<file path="src/rtl/render_parameters.sv">
`default_nettype none
// ============================================================================
// Module      : render_parameters (package)
// Description : Shared screen-space widths, screen defaults and raster FSM
//               state encoding for the line rasterizer.
// Revision    : 1.0 - initial release
// ============================================================================
package render_parameters;

    localparam int SCX = 10;
    localparam int SCY = 9;
    localparam int E   = ((SCX > SCY) ? SCX : SCY) + 2;

    localparam int SCREEN_W_DEFAULT = 640;
    localparam int SCREEN_H_DEFAULT = 480;

    typedef enum logic [1:0] {
        ST_IDLE  = 2'd0,
        ST_SETUP = 2'd1,
        ST_DRAW  = 2'd2,
        ST_DONE  = 2'd3
    } raster_state_t;

    function automatic logic on_screen(
        input logic [SCX-1:0] x,
        input logic [SCY-1:0] y,
        input int             w,
        input int             h
    );
        return (int'(x) < w) && (int'(y) < h);
    endfunction

endpackage
`default_nettype wire

</file>
<file path="src/rtl/line_raster_step.sv">
`default_nettype none
// ============================================================================
// Module      : line_step
// Description : One combinational Bresenham step from the current candidate.
// Revision    : 1.0 - initial release
// ============================================================================
module line_step
    import render_parameters::*;
(
    input  logic [SCX-1:0]      cur_x,
    input  logic [SCY-1:0]      cur_y,
    input  logic [SCX-1:0]      end_x,
    input  logic [SCY-1:0]      end_y,
    input  logic signed [E-1:0] err,
    input  logic signed [E-1:0] dx,
    input  logic signed [E-1:0] dy,
    input  logic                sx,
    input  logic                sy,
    output logic [SCX-1:0]      next_x,
    output logic [SCY-1:0]      next_y,
    output logic signed [E-1:0] next_err,
    output logic                at_end
);

    localparam logic [SCX-1:0] c_one_x = SCX'(1);
    localparam logic [SCY-1:0] c_one_y = SCY'(1);

    logic signed [E:0] w_e2;
    logic signed [E:0] w_dx_ext;
    logic signed [E:0] w_dy_ext;

    // sx/sy set means the walk steps toward smaller coordinates.
    always_comb begin
        w_e2     = {err, 1'b0};
        w_dx_ext = {dx[E-1], dx};
        w_dy_ext = {dy[E-1], dy};
        next_x   = cur_x;
        next_y   = cur_y;
        next_err = err;
        at_end   = (cur_x == end_x) && (cur_y == end_y);
        if (w_e2 >= w_dy_ext) begin
            next_err = next_err + dy;
            next_x   = sx ? (cur_x - c_one_x) : (cur_x + c_one_x);
        end
        if (w_e2 <= w_dx_ext) begin
            next_err = next_err + dx;
            next_y   = sy ? (cur_y - c_one_y) : (cur_y + c_one_y);
        end
    end

endmodule
`default_nettype wire

</file>
<file path="src/rtl/line_raster.sv">
`default_nettype none
// ============================================================================
// Module      : line_raster
// Description : Walks a screen-space line with integer Bresenham and emits
//               one clipped pixel per cycle under valid/ready backpressure.
// Revision    : 1.0 - initial release
// ============================================================================
module line_raster
    import render_parameters::*;
#(
    parameter int SCREEN_W = SCREEN_W_DEFAULT,
    parameter int SCREEN_H = SCREEN_H_DEFAULT
) (
    input  logic           clk,
    input  logic           rst,
    input  logic [SCX-1:0] in_x0,
    input  logic [SCY-1:0] in_y0,
    input  logic [SCX-1:0] in_x1,
    input  logic [SCY-1:0] in_y1,
    input  logic           in_valid,
    output logic           in_ready,
    output logic [SCX-1:0] pix_x,
    output logic [SCY-1:0] pix_y,
    output logic           pix_valid,
    input  logic           pix_ready,
    output logic           busy,
    output logic           done
);

    raster_state_t       r_state;
    logic [SCX-1:0]      r_cur_x;
    logic [SCY-1:0]      r_cur_y;
    logic [SCX-1:0]      r_end_x;
    logic [SCY-1:0]      r_end_y;
    logic signed [E-1:0] r_err;
    logic signed [E-1:0] r_dx;
    logic signed [E-1:0] r_dy;
    logic                r_sx;
    logic                r_sy;
    logic                r_pix_valid;

    logic signed [E-1:0] w_ddx;
    logic signed [E-1:0] w_ddy;
    logic signed [E-1:0] w_abs_dx;
    logic signed [E-1:0] w_neg_dy;
    logic [SCX-1:0]      w_next_x;
    logic [SCY-1:0]      w_next_y;
    logic signed [E-1:0] w_next_err;
    logic                w_at_end;

    // Setup math runs while r_cur still holds the start point.
    always_comb begin
        w_ddx    = E'(r_end_x) - E'(r_cur_x);
        w_ddy    = E'(r_end_y) - E'(r_cur_y);
        w_abs_dx = w_ddx[E-1] ? -w_ddx : w_ddx;
        w_neg_dy = w_ddy[E-1] ? w_ddy : -w_ddy;
    end

    line_step u_step (
        .cur_x    (r_cur_x),
        .cur_y    (r_cur_y),
        .end_x    (r_end_x),
        .end_y    (r_end_y),
        .err      (r_err),
        .dx       (r_dx),
        .dy       (r_dy),
        .sx       (r_sx),
        .sy       (r_sy),
        .next_x   (w_next_x),
        .next_y   (w_next_y),
        .next_err (w_next_err),
        .at_end   (w_at_end)
    );

    always_ff @(posedge clk) begin
        if (rst) begin
            r_state     <= ST_IDLE;
            r_cur_x     <= '0;
            r_cur_y     <= '0;
            r_end_x     <= '0;
            r_end_y     <= '0;
            r_err       <= '0;
            r_dx        <= '0;
            r_dy        <= '0;
            r_sx        <= 1'b0;
            r_sy        <= 1'b0;
            r_pix_valid <= 1'b0;
        end else begin
            case (r_state)
                ST_IDLE: begin
                    if (in_valid) begin
                        r_cur_x <= in_x0;
                        r_cur_y <= in_y0;
                        r_end_x <= in_x1;
                        r_end_y <= in_y1;
                        r_state <= ST_SETUP;
                    end
                end
                ST_SETUP: begin
                    r_dx        <= w_abs_dx;
                    r_dy        <= w_neg_dy;
                    r_err       <= w_abs_dx + w_neg_dy;
                    r_sx        <= !(r_cur_x < r_end_x);
                    r_sy        <= !(r_cur_y < r_end_y);
                    r_pix_valid <= on_screen(r_cur_x, r_cur_y, SCREEN_W, SCREEN_H);
                    r_state     <= ST_DRAW;
                end
                ST_DRAW: begin
                    // Off-screen candidates never wait for the consumer.
                    if (!r_pix_valid || pix_ready) begin
                        if (w_at_end) begin
                            r_pix_valid <= 1'b0;
                            r_state     <= ST_DONE;
                        end else begin
                            r_cur_x     <= w_next_x;
                            r_cur_y     <= w_next_y;
                            r_err       <= w_next_err;
                            r_pix_valid <= on_screen(w_next_x, w_next_y, SCREEN_W, SCREEN_H);
                        end
                    end
                end
                ST_DONE: begin
                    r_state <= ST_IDLE;
                end
                default: begin
                    r_state <= ST_IDLE;
                end
            endcase
        end
    end

    assign in_ready  = (r_state == ST_IDLE);
    assign busy      = (r_state != ST_IDLE);
    assign done      = (r_state == ST_DONE);
    assign pix_x     = r_cur_x;
    assign pix_y     = r_cur_y;
    assign pix_valid = r_pix_valid;

endmodule
`default_nettype wire

</file>
<file path="config.mk">
export PLATFORM = sky130hd
export DESIGN_NAME = line_raster
export DESIGN_NICKNAME = d
export VERILOG_FILES = /design/src/rtl/render_parameters.sv /design/src/rtl/line_raster_step.sv /design/src/rtl/line_raster.sv
export SDC_FILE = /design/constraint.sdc
export NUM_CORES = 1
export LEC_CHECK = 0
export ABC_CLOCK_PERIOD_IN_PS = 5330
export CORE_MARGIN = 2
export CORE_UTILIZATION = 40
export CTS_CLUSTER_DIAMETER = 100
export CTS_CLUSTER_SIZE = 16
export DETAILED_ROUTE_END_ITERATION = 10
export PLACE_DENSITY_LB_ADDON = 0.1
export SLEW_MARGIN = 10
export SYNTH_ARGS = -nofsm -noshare
export SYNTH_HDL_FRONTEND = slang
export SYNTH_SLANG_ARGS = --single-unit
</file>
<file path="constraint.sdc">
create_clock -name clk -period 5.33 [get_ports clk]
set_input_delay 0.533 -clock clk [delete_from_list [all_inputs] [get_ports clk]]
set_output_delay 0.533 -clock clk [all_outputs]
set_load 0.1 [all_outputs]
</file>
# After elaboration in Yosys (flattened, before gate mapping)
# Index checks and enable logic that the tools add are counted.
totals:
  romBits: 0
  latchBits: 0
  memories: 0
  elab_cells: 81
  mem_bits_rw: 0
  reg_bits: 79
op_classes:
  muxes: 26
  n_div: 0
  add_sub_neg: 11
  reduce_logical: 16
  eq_ne: 9
  order_cmp: 8
  shifts: 0
  mul: 0
  bitwise: 0
ops:
  columns: ["operator", "count"]
  rows:
  - ["two-way mux 12 bit", 6]
  - ["two-way mux 10 bit", 5]
  - ["two-way mux 9 bit", 5]
  - ["adder 12 bit", 3]
  - ["case mux 12 bit (2 select lines)", 1]
  - ["less-than comparator 10 bit (second input constant)", 2]
  - ["case mux 10 bit (2 select lines)", 1]
  - ["less-than comparator 9 bit (second input constant)", 2]
  - ["case mux 9 bit (2 select lines)", 1]
  - ["greater-or-equal comparator 13 x 12 -> 1 bit", 1]
  - ["less-or-equal comparator 13 x 12 -> 1 bit", 1]
  - ["negator 10 -> 12 bit", 1]
  - ["negator 11 -> 12 bit", 1]
  - ["subtractor 10 x 10 -> 11 bit", 1]
  - ["adder 10 x 1 -> 10 bit (second input constant)", 1]
  - ["equality test 10 bit", 1]
  - ["less-than comparator 10 bit", 1]
  - ["subtractor 10 x 1 -> 10 bit (second input constant)", 1]
  - ["subtractor 9 x 9 -> 10 bit", 1]
  - ["adder 9 x 1 -> 9 bit (second input constant)", 1]
  - ["equality test 9 bit", 1]
  - ["less-than comparator 9 bit", 1]
  - ["subtractor 9 x 1 -> 9 bit (second input constant)", 1]
  - ["case mux 2 bit (4 select lines)", 1]
  - ["15 further kinds", 29]

# Logic depth before layout (Yosys ltp)
depth:
  word_depth: 8
  mapped_depth: 20
  mapped_depth_nobuf: 20

# Hierarchy
# Synthesis repeated with hierarchy kept, for this count alone.
hier_totals:
  cells_unflattened: 998
  area_unflattened_um2: 7766.2
modules_own_cells:
  columns: ["module", "instances", "area_each_um2", "seq_area_each_um2", "cells_per_inst"]
  rows:
  - ["line_raster", 1, 4992.3, 1581.5, 626]
  - ["line_step", 1, 2773.9, 0.0, 372]

# Least setup slack after synthesis
# Ideal clock, no wire load.
synth_timing:
  path_kind: "reg2reg"
  from: "register r_cur_x[0] (netlist: pix_x[0])"
  to: "register r_err[11]"
  required_time_ps: 5213
  arrival_time_ps: 4595
  stages_incl_launch_ff: 20
  synth_period_minus_slack_ps: 4712
  setup_ps: 117
  path_buffers: 0
  slack_ps: 618
  path_cell_list: "dfxtp_1 -> ha_1 -> inv_1 -> fa_1 -> nand3_2 -> a21oi_1 -> nor3_1 -> o21a_1 -> mux2i_1 -> inv_1 -> ha_1 -> a21oi_1 -> o211ai_1 -> a2111oi_0 -> o41ai_1 -> nand2_1 -> mux2i_1 -> o211ai_2 -> a31oi_1 -> nor2_1"
synth_via:
  elab_chain_cells: 5
  elab_cells_between_ends: 9
synth_rtl:
  columns: ["item", "line", "text"]
  rows:
  - ["from (decl)", "line_raster.sv:31", "logic [SCX-1:0] r_cur_x;"]
  - ["from (signal assigned)", "line_raster.sv:92", "r_cur_x <= in_x0;"]
  - ["from (signal assigned)", "line_raster.sv:115", "r_cur_x <= w_next_x;"]
  - ["subtractor 10 x 10 -> 11 bit *", "line_raster.sv:53", "w_ddx = E'(r_end_x) - E'(r_cur_x);"]
  - ["negator 11 -> 12 bit", "line_raster.sv:55", "w_abs_dx = w_ddx[E-1] ? -w_ddx : w_ddx;"]
  - ["two-way mux 12 bit *", "line_raster.sv:55", null]
  - ["named net w_abs_dx[1]", "line_raster.sv:44", "logic signed [E-1:0] w_abs_dx;"]
  - ["adder 12 bit *", "line_raster.sv:102", "r_err <= w_abs_dx + w_neg_dy;"]
  - ["case mux 12 bit (2 select lines) *", "line_raster.sv:89", "case (r_state)"]
  - ["to (signal assigned)", "line_raster.sv:102", null]
  - ["to (signal assigned)", "line_raster.sv:117", "r_err <= w_next_err;"]
  - ["to (decl)", "line_raster.sv:35", "logic signed [E-1:0] r_err;"]
# The timed path passes the listed nets; every way through them passes the cells marked *.
# A chain may end at the register's enable or synchronous reset.

# Final worst setup path
# Same ends and word-level chain as after synthesis.

==> flow_metrics.tcl <==
set metrics [dict create \
    hold_buffers 0 \
    finalNonFillerCells 1264 \
    yosysSeqAreaShare_pct 21.02 \
    report.final.slew_viol_count 0 \
    cts_resized 0 \
    cts_setup_buffers 0 \
    antenna_cells 0 \
    placed_area_sq_mm 0.008399 \
    syn_nets 1119 \
    gp_congestion 0.8856 \
    hold_viol 0 \
    first_global_vias 6825 \
    layout_commonest_cell "nor2_1" \
    max_freq_ghz 0.2202 \
    first_pass_iters 5 \
    detail_route.vias_per_cell 5.508 \
    path_buf_inv 2 \
    period_share_pct 85.22 \
    synth-seq-cells 79 \
    area_growth_pct 16.27 \
    slowest_stage "o41ai_1" \
    grt-ovfl-total 0 \
    clockBufferDepth 2 \
    cts_root_buffer "clkbuf_16" \
    hold_path_class "reg -> reg" \
    clkTransAtPathRegs_ps 70 \
    synth_edf_count 0 \
    start_util_pct 40.48 \
    drive_gt1_share_pct 6.214 \
    grt_max_degree 72 \
    cts_tree "built" \
    antenna_found_initial 0 \
    status "completed" \
    nets 1172 \
    wl_mm 21.54 \
    clock_sinks 79 \
    die_area_sq_mm 0.01992 \
    max_stage_delay_ps 580 \
    htree_levels 3 \
    drc 0 \
    die_width_um 141.1 \
    coreArea_sq_mm 0.01858 \
    rsz0062_at_grt "false" \
    ant_nets 0 \
    relSlewSlack_pct 33.08 \
    worstMarginPinSlew_ps 1001 \
    crit_chain "ha_1, inv_1, fa_1, nand3_2, a21oi_1, nor3_1, o21a_1, mux2i_1, inv_1, ha_1, a21oi_1, o211ai_1, a2111oi_0, o41ai_1, nand2_1, mux2i_1, o211ai_2, a31oi_1, nor2_1" \
    std_cell_rows 50 \
    synth_warnings 0 \
    syn-instance-count 972 \
    crit_path_start_kind "register" \
    port_buffers 64 \
    cp.arrival_ps 4790 \
    clk_latency_ps 360 \
    final_area_sq_mm 0.008746 \
    fin_crit_ps 4542 \
    dp.cells 1248 \
    end_kind "register" \
    ys_types 76 \
    hpwl_mm 16.61 \
    ios 65 \
    drt-initial-drc-count 405 \
    fillerInstances 1894 \
    fp.dieH_um 141.1 \
    routed-via-count 6962 \
    layout_common_cells "nor2_1 (103), ha_1 (97), inv_1 (86), a21oi_1 (86), nand2_1 (80)" \
    setup_violations 0 \
    crit_fanout 7 \
    wire_per_inst_um 17.04 \
    maxCapViolCount 0 \
    numCtsBuffers 9 \
    cp.required_ps 5580 \
    synth_ff_type "dfxtp_1" \
    cpLargestDelayFamily "compound AO/OA/AOI/OAI gates" \
    async_reset_ff_share_pct 0 \
    fin_tns_setup_ps 0 \
    grt_use_total_pct 22.39 \
    syn_avg_cell_area_sq_um 7.739 \
    worst-setup-path-type "reg -> reg" \
    fin_worst_skew_ps 7.087 \
    grt_pass1_wl_mm 35.43 \
    netlist_area_sq_mm 0.007522 \
]
[cells in the mapped netlist, drive strengths merged (9+ instances only)]
cell type / number / share of area (%)
xor2: 20 / 2.3
ha: 98 / 16
nor2b: 16 / 1.4
a211oi: 22 / 2.2
mux2i: 26 / 3.5
a21o: 12 / 1.2
xnor2: 43 / 5.0
o211ai: 9 / 0.96
nand2: 80 / 4.0
nor2: 103 / 5.1
o22ai: 15 / 1.3
inv: 86 / 4.3
a21oi: 89 / 6.1
o21ai: 42 / 2.9
nand3: 22 / 1.5
nor3: 29 / 1.9
dfxtp: 79 / 21
clkbuf: 23 / 1.1
o21a: 10 / 1.0
a31oi: 12 / 1.0
[path summary, 6_finish.rpt]
check | to | cells after the start | from | slack [ps]
worst min-delay path | r_end_x[0] | 2 | r_end_x[0] | 460
worst min register to register | r_end_x[0] | 2 | r_end_x[0] | 460
worst max register to register | r_err[11] | 19 | pix_x[0] | 790
worst max-delay path | r_err[11] | 19 | pix_x[0] | 790
[cell type report]
cell class	instances	area [sq um]	share of cell area [%]
Clock buffer	10	239.0	2.732
Multi-Input combinational cell	775	5495	62.83
Timing Repair Buffer	73	703.2	8.040
Clock inverter	6	107.6	1.230
Sequential cell	79	1582	18.08
Inverter	87	326.6	3.734
Tap cell	234	292.8	3.348
[through the flow]
stage / hold slack (ps) / util [%] / worst slack [ps]
after CTS: 459.6 / 47.07 / 784.5
after detailed placement: 446.1 / 45.21 / 804.6
final: 455.5 / 47.07 / 787.9
after global placement: 437.8 / 45.21 / 883.6
after global routing: 480.0 / 47.07 / 272.6
after floorplan: 427.6 / - / 618.2
[layer usage]
metal | wire, um | global-route usage [%]
met2 | 10050 | 37.84
met1 | 10470 | 30.13
met5 | 0 | 0
met4 | 243 | 5.684
met3 | 776 | 3.057
[flip-flops by register name, indices dropped and copies added (netlist names), 2 cells and up]
signal   flops
pix_x       10
pix_y        9
r_dx        12
r_dy        12
r_end_x     10
r_end_y      9
r_err       12
r_state      2
[tightest hold or removal path: stages (launching register included)]
cell     delay (ps)
dfxtp_1         310
nand2_1          50
a21oi_1          50
[kinds of logic after synthesis]
| logic type | Yosys count | synth area share [%] |
|---|---|---|
| AO/OA/AOI/OAI | 266 | 23.52 |
| adder cells (fa/ha/maj) | 105 | 18.16 |
| XOR/XNOR | 63 | 7.335 |
| multiplexers | 33 | 4.508 |
| buffers and inverters | 118 | 6.038 |
| AND/OR/NAND/NOR | 308 | 19.41 |
| flip-flops | 79 | 21.02 |
Power is not shown: default switching activity piles up to over one toggle a cycle in this logic, so the estimate is an artifact.
